**config.mk**
```make
export PLATFORM = sky130hd
export DESIGN_NAME = seg_accumulator_axis
export DESIGN_NICKNAME = d
export VERILOG_FILES = /design/src/rtl/seg_acc_pkg.sv /design/src/rtl/bin2bcd_seq.sv /design/src/rtl/seg_accumulator_axis.sv
export SDC_FILE = /design/constraint.sdc
export NUM_CORES = 1
export LEC_CHECK = 0
export ABC_CLOCK_PERIOD_IN_PS = 4200
export CORE_UTILIZATION = 40
export DETAILED_ROUTE_END_ITERATION = 12
export DONT_BUFFER_PORTS = 1
export PLACE_DENSITY_LB_ADDON = 0.08
export SLEW_MARGIN = 20
export SYNTH_ARGS = -nofsm -noshare
export SYNTH_HDL_FRONTEND = slang
export SYNTH_SLANG_ARGS = --single-unit
```
**constraint.sdc**
```tcl
create_clock -name clk -period 4.2 [get_ports clk]
set_input_delay 0.84 -clock clk [delete_from_list [all_inputs] [get_ports clk]]
set_output_delay 0.84 -clock clk [all_outputs]
set_load 0.02 [all_outputs]
```
**src/rtl/seg_acc_pkg.sv**
```systemverilog
// Shared types and constants for the segment accumulator: FSM states,
// seven-segment codes (gfedcba, active-high) and the overflow threshold helper.
package seg_acc_pkg;

    typedef enum logic [1:0] {
        ACC,
        CONV,
        OUT
    } state_t;

    localparam logic [6:0] SEG_LUT [0:9] = '{
        7'b011_1111, 7'b000_0110, 7'b101_1011, 7'b100_1111, 7'b110_0110,
        7'b110_1101, 7'b111_1101, 7'b000_0111, 7'b111_1111, 7'b110_1111
    };

    localparam logic [6:0] SEG_BLANK = 7'b000_0000;

    function automatic logic [63:0] pow10(input int n);
        logic [63:0] p;
        p = 64'd1;
        for (int i = 0; i < n; i++) p = p * 64'd10;
        return p;
    endfunction

endpackage

```
**src/rtl/bin2bcd_seq.sv**
```systemverilog
// Sequential double-dabble: binary to DIGITS BCD digits, one shift-add-3 step per cycle.
// Latency: W_SUM cycles after start, done held until the following edge; digits beyond DIGITS wrap (mod 10^DIGITS).
module bin2bcd_seq #(
    parameter  int W_SUM  = 7,
    parameter  int DIGITS = 3,
    localparam int CNTW   = $clog2(W_SUM + 1)
) (
    input  logic                  clk,
    input  logic                  rst,
    input  logic                  start,
    input  logic [W_SUM-1:0]      bin,
    output logic                  busy,
    output logic                  done,
    output logic [4*DIGITS-1:0]   bcd
);

    logic [W_SUM-1:0]           sh_q;
    logic [CNTW-1:0]            cnt_q;
    logic [4*DIGITS-1:0]        adj;
    logic [4*DIGITS+W_SUM-1:0]  shifted;

    assign done = busy && (cnt_q == '0);

    always_comb begin
        adj = bcd;
        for (int i = 0; i < DIGITS; i++) begin
            if (bcd[4*i +: 4] >= 4'd5) adj[4*i +: 4] = bcd[4*i +: 4] + 4'd3;
        end
    end

    // Carry out of the top digit is dropped, so the result is the value mod 10^DIGITS.
    assign shifted = {adj, sh_q} << 1;

    always_ff @(posedge clk) begin
        if (rst) begin
            busy  <= 1'b0;
            cnt_q <= '0;
            sh_q  <= '0;
            bcd   <= '0;
        end else if (start) begin
            busy  <= 1'b1;
            cnt_q <= CNTW'(W_SUM);
            sh_q  <= bin;
            bcd   <= '0;
        end else if (busy) begin
            if (cnt_q == '0) begin
                busy <= 1'b0;
            end else begin
                {bcd, sh_q} <= shifted;
                cnt_q       <= cnt_q - CNTW'(1);
            end
        end
    end

endmodule

```
**src/rtl/seg_accumulator_axis.sv**
```systemverilog
// AXIS window accumulator with DIGITS seven-segment output; SEG_ACC_BLANK_EN blanks leading zeros.
// Latency: closing beat at edge T gives m_valid at edge T+W_SUM+1; s_ready is low from close until after the output handshake.
module seg_accumulator_axis
    import seg_acc_pkg::*;
#(
    parameter  int WIDTH     = 3,
    parameter  int MAX_STEPS = 10,
    parameter  int DIGITS    = 3,
    localparam int W_SUM     = WIDTH + $clog2(MAX_STEPS),
    localparam int CW        = $clog2(MAX_STEPS + 1)
) (
    input  logic                  clk,
    input  logic                  rst,
    input  logic [CW-1:0]         cfg_steps,
    input  logic                  s_valid,
    output logic                  s_ready,
    input  logic [WIDTH-1:0]      s_data,
    input  logic                  s_last,
    output logic                  m_valid,
    input  logic                  m_ready,
    output logic [DIGITS*7-1:0]   m_data,
    output logic [W_SUM-1:0]      m_sum,
    output logic [CW-1:0]         m_count,
    output logic                  m_ovf
);

    localparam logic [63:0] OVF_LIM = pow10(DIGITS) - 64'd1;
`ifdef SEG_ACC_BLANK_EN
    localparam logic [DIGITS*7-1:0] SEG_RESET = {{(DIGITS-1){SEG_BLANK}}, SEG_LUT[0]};
`else
    localparam logic [DIGITS*7-1:0] SEG_RESET = {DIGITS{SEG_LUT[0]}};
`endif

    state_t                state;
    logic [W_SUM-1:0]      sum_q, sum_nxt;
    logic [CW-1:0]         count_q, count_nxt, steps_q, steps_eff;
    logic                  accept, close;
    logic                  conv_busy, conv_done;
    logic [4*DIGITS-1:0]   bcd;
    logic [DIGITS*7-1:0]   seg_nxt;

    assign s_ready = (state == ACC) && !rst;
    assign accept  = s_valid && s_ready;

    // count_q == 0 marks the first beat of a window: load instead of add, latch the clamped length.
    always_comb begin
        steps_eff = steps_q;
        count_nxt = count_q + CW'(1);
        sum_nxt   = sum_q + W_SUM'(s_data);
        if (count_q == '0) begin
            count_nxt = CW'(1);
            sum_nxt   = W_SUM'(s_data);
            if (cfg_steps == '0)                 steps_eff = CW'(1);
            else if (cfg_steps > CW'(MAX_STEPS)) steps_eff = CW'(MAX_STEPS);
            else                                 steps_eff = cfg_steps;
        end
    end

    assign close = accept && ((count_nxt == steps_eff) || s_last);

    bin2bcd_seq #(
        .W_SUM  (W_SUM),
        .DIGITS (DIGITS)
    ) u_bin2bcd (
        .clk   (clk),
        .rst   (rst),
        .start (close && !conv_busy),
        .bin   (sum_nxt),
        .busy  (conv_busy),
        .done  (conv_done),
        .bcd   (bcd)
    );

`ifdef SEG_ACC_BLANK_EN
    logic lead_zero;
`endif

    always_comb begin
        seg_nxt = '0;
`ifdef SEG_ACC_BLANK_EN
        lead_zero = 1'b1;
`endif
        for (int i = DIGITS - 1; i >= 0; i--) begin
            seg_nxt[7*i +: 7] = SEG_LUT[bcd[4*i +: 4]];
`ifdef SEG_ACC_BLANK_EN
            if (i != 0 && lead_zero && bcd[4*i +: 4] == 4'd0) seg_nxt[7*i +: 7] = SEG_BLANK;
            else lead_zero = 1'b0;
`endif
        end
    end

    always_ff @(posedge clk) begin
        if (rst) begin
            state   <= ACC;
            sum_q   <= '0;
            count_q <= '0;
            steps_q <= '0;
            m_valid <= 1'b0;
            m_data  <= SEG_RESET;
            m_sum   <= '0;
            m_count <= '0;
            m_ovf   <= 1'b0;
        end else begin
            case (state)
                ACC: begin
                    if (accept) begin
                        sum_q   <= sum_nxt;
                        count_q <= count_nxt;
                        steps_q <= steps_eff;
                        if (close) state <= CONV;
                    end
                end
                CONV: begin
                    if (conv_done) begin
                        m_valid <= 1'b1;
                        m_data  <= seg_nxt;
                        m_sum   <= sum_q;
                        m_count <= count_q;
                        m_ovf   <= 64'(sum_q) > OVF_LIM;
                        state   <= OUT;
                    end
                end
                OUT: begin
                    if (m_ready) begin
                        m_valid <= 1'b0;
                        count_q <= '0;
                        state   <= ACC;
                    end
                end
                default: state <= ACC;
            endcase
        end
    end

endmodule
```
==> results by group <==
Status
  – Run status: completed

Yosys
  – Top post-synthesis cells by count: 73 x dfxtp_1, 53 x nor2_1, 52 x nand2_1
  – Synth cell types: between 40 and 50
  – EDFF count, synth: 0
  – Ranking of synthesized cells by area: dfxtp_1 38%, ha_1 7.9%, a21oi_1 5.9%
  – Async set-or-reset flop fraction in the synthesized netlist: 0%
  – Mapped Area: 3800 um2
  – Synthesized instance count: about 470
  – Top-area cell type share of the netlist area: approximately 38%
  – Seq cells post-synth: 73
  – Main synth FF type: dfxtp_1
  – YS warnings: 0
  – Seq/Total Area, Yosys: a little under 40%
  – Avg Inst Size Synth: a little over 8 um2
  – Synthesized Nets: between 500 and 600
  – Top-count cell post-synth: dfxtp_1
  – Cell taking the most area after synthesis: dfxtp_1

Critical path
  – Crit path largest cell delay: about 730 ps
  – CP Data Required Time: between 4000 and 5000 ps
  – Arrival @ worst endpoint: 3100 ps
  – Worst Path Max Fanout: 13
  – Buf+Inv Stages, Crit Path: 2
  – Reg-to-reg endpoint: u_bin2bcd.bcd[1]
  – CP Launch Type: flip-flop
  – Register-to-Register Path Depth: 9
  – CP Capture Type: flip-flop
  – Worst r2r src: count_q[0]
  – Worst Setup Path Type: reg2reg
  – CP top delay family: simple AND/OR/NAND/NOR gates
  – R2r setup slk: around 1300 ps
  – Levels on crit path: 9
  – Slowest CP cell: nor4_1
  – Crit path cell chain: inv_1 > ha_1 > nor3b_2 > buf_4 > mux2i_1 > xor2_1 > nor4_1 > or3_1 > nor2_1
  – Critical Path Start: count_q[0]

Power
  – Max VDD drop: 0.181 mV
  – PwrDens: approximately 350 nW/um2
  – Overall power: between 0.001 and 0.0015 W
  – Pleak: about 1.5 nW

Worst hold path
  – WHS Path Cells: 2
  – Hold_sp: u_bin2bcd.sh_q[6]
  – Hold EP: u_bin2bcd.bcd[0]
  – Hold crit path type: reg2reg

Placed design
  – Inst Count DP: 553
  – Port Buffers: 0
  – Routability congestion estimate: around 0.8
  – DP Wirelength: 5.61 mm

Floorplanning
  – Initial Util: between 40% and 50%
  – Total core area: roughly 9200 um2
  – Die Height: between 90 and 100 um
  – Die area: 9880 um2
  – I/O pins: 47
  – Die width: approximately 99 um
  – Site row count: 35

STA
  – Relative slew slack: approximately two fifths
  – Setup Skew: ~5.3 ps
  – Post-route minimum period: between 2000 and 3000 ps
  – RSZ-0062 raised after global routing: no
  – Setup violators final: 0
  – Setup TNS: 0 ps
  – Least-Margin Pin Slew: just under 900 ps
  – Fin. max-slew vios: 0
  – Fmax: 347 MHz
  – Final Cycle Share: between 60 and 70%
  – Final hold vios: 0

Finish
  – Fillers: slightly below 1000
  – Post-Layout Cell Count: between 500 and 600
  – Synth-to-Final Area Change: 5.54%
  – Layout cells sized above 1: ~5.5%
  – Ant. Diodes: 0
  – Core Util, Final: between 40% and 50%
  – Nets: between 400 and 500

Global route
  – Antenna violations before repair: 0
  – Gr usage total: between 10% and 20%
  – Total grt overflow: 0
  – First-pass GRT wire length: 13.5 mm
  – Pin count of the biggest net entering global routing: 65
  – Number of global-route vias before repair: approximately 2700

CTS
  – CTS Buffer Depth: 2
  – Number of hold buffers added after cts: 0
  – Clock root buffer: clkbuf_8
  – CTS tree: done
  – Resized Gates After CTS: 0
  – Reg clk slew, reported paths: roughly 80 ps
  – Worst-Skew Late Latency: about 340 ps
  – CTS buffer count: 9
  – H-tree Lvls: 3
  – Setup bufs post-CTS: 0
  – CTS Sinks: between 70 and 80

Drt
  – Via/cell ratio: around 5.3
  – Routed WL: 8.26 mm
  – Post-DRT Antenna Nets: 0
  – Drt wl/cell: between 10 and 15 um
  – Remaining DRCs: 0
  – Pre-Repair DR Iteration Count: 4
  – Total number of vias: roughly 3000
  – DRT iter0 DRCs: 100

Run
  – Max Cap Violations: 0
==> power by group <==
group	switching (W)	internal [W]
Sequential	0.0000192	0.000709
Clock	0.000257	0.000302
Combinational	0.0000736	0.0000483
Total	0.000349	0.00106
==> how the worst max path moves through the flow <==
stage,to,slack (ps)
finish,u_bin2bcd.bcd[1],1320
global route,u_bin2bcd.bcd[3],1040
CTS,u_bin2bcd.bcd[1],1290
detailed placement,u_bin2bcd.bcd[1],1160
global placement,u_bin2bcd.bcd[1],1260
floorplan,u_bin2bcd.bcd[11],1440
==> cells by family (layout without fill, tap and decap cells) <==
group           Yosys count  in the layout  synth area share (%)
simple gates            185            185                  24.1
compound gates          112            112                  17.5
flops                    73             73                  38.5
buf+inv                  53             39                  6.10
fa+ha+maj                27             27                  8.97
xor+xnor                 16             16                  3.69
mux                       4              4                  1.05
other cells               1              1                0.0988
==> metal layers <==
metal,up-vias,track usage [%],routed length [um]
met5,-,0,0
met4,0,7.13,115
li1,1575,-,-
met1,1381,23.2,4240
met3,8,3.58,281
met2,50,26.9,3620
==> sequential cells by signal, summed over array words and instances, names as in the netlist <==
signal / flops
m_count: 4
steps_q: 4
u_bin2bcd.sh_q: 7
u_bin2bcd.busy: 1
m_sum: 7
m_valid: 1
count_q: 4
u_bin2bcd.bcd: 12
m_data: 21
sum_q: 7
state: 2
u_bin2bcd.cnt_q: 3
==> area by class of cell <==
cell class / count / area [um2] / share of cell area (%)
clock inverter: 3 / 40.0 / 0.999
clock buffer: 12 / 155 / 3.87
multi-input combinational: 345 / 2110 / 52.7
sequential: 73 / 1460 / 36.5
timing repair buffer: 3 / 22.5 / 0.562
inverter: 21 / 78.8 / 1.97
tap: 111 / 139 / 3.47
==> per-stage QoR <==
step	instance area (um2)	hold WS [ps]	setup WS [ps]
2_1_floorplan	3800	431	1440
3_3_place_gp	3810	443	1260
3_5_place_dp	3810	452	1160
4_1_cts	4010	460	1290
5_1_grt	4010	473	1040
6_report	4010	465	1320
==> cell usage in the layout (no fill, tap or decap), types with 6 or more instances in the layout <==
cell type / instances
o21bai_1: 8
xnor2_1: 7
nor3_1: 12
a31oi_1: 6
a21oi_1: 45
ha_1: 24
nand2b_1: 16
inv_1: 21
dfxtp_1: 73
nand3_1: 15
nand2_1: 52
nor2_1: 53
clkbuf_8: 11
xor2_1: 9
nand3b_1: 12
o21ai_0: 28
==> worst register-to-register path: cells and delay by family (launching register included) <==
kind / cells / cell delay (ps)
muxes: 1 / 220
buffers and inverters: 2 / 270
xor gates and xnor gates: 1 / 140
adders and majority gates: 1 / 210
and+or+nand+nor: 4 / 1460
DFF: 1 / 460
No activity file was read; power rests on OpenSTA's default activity.
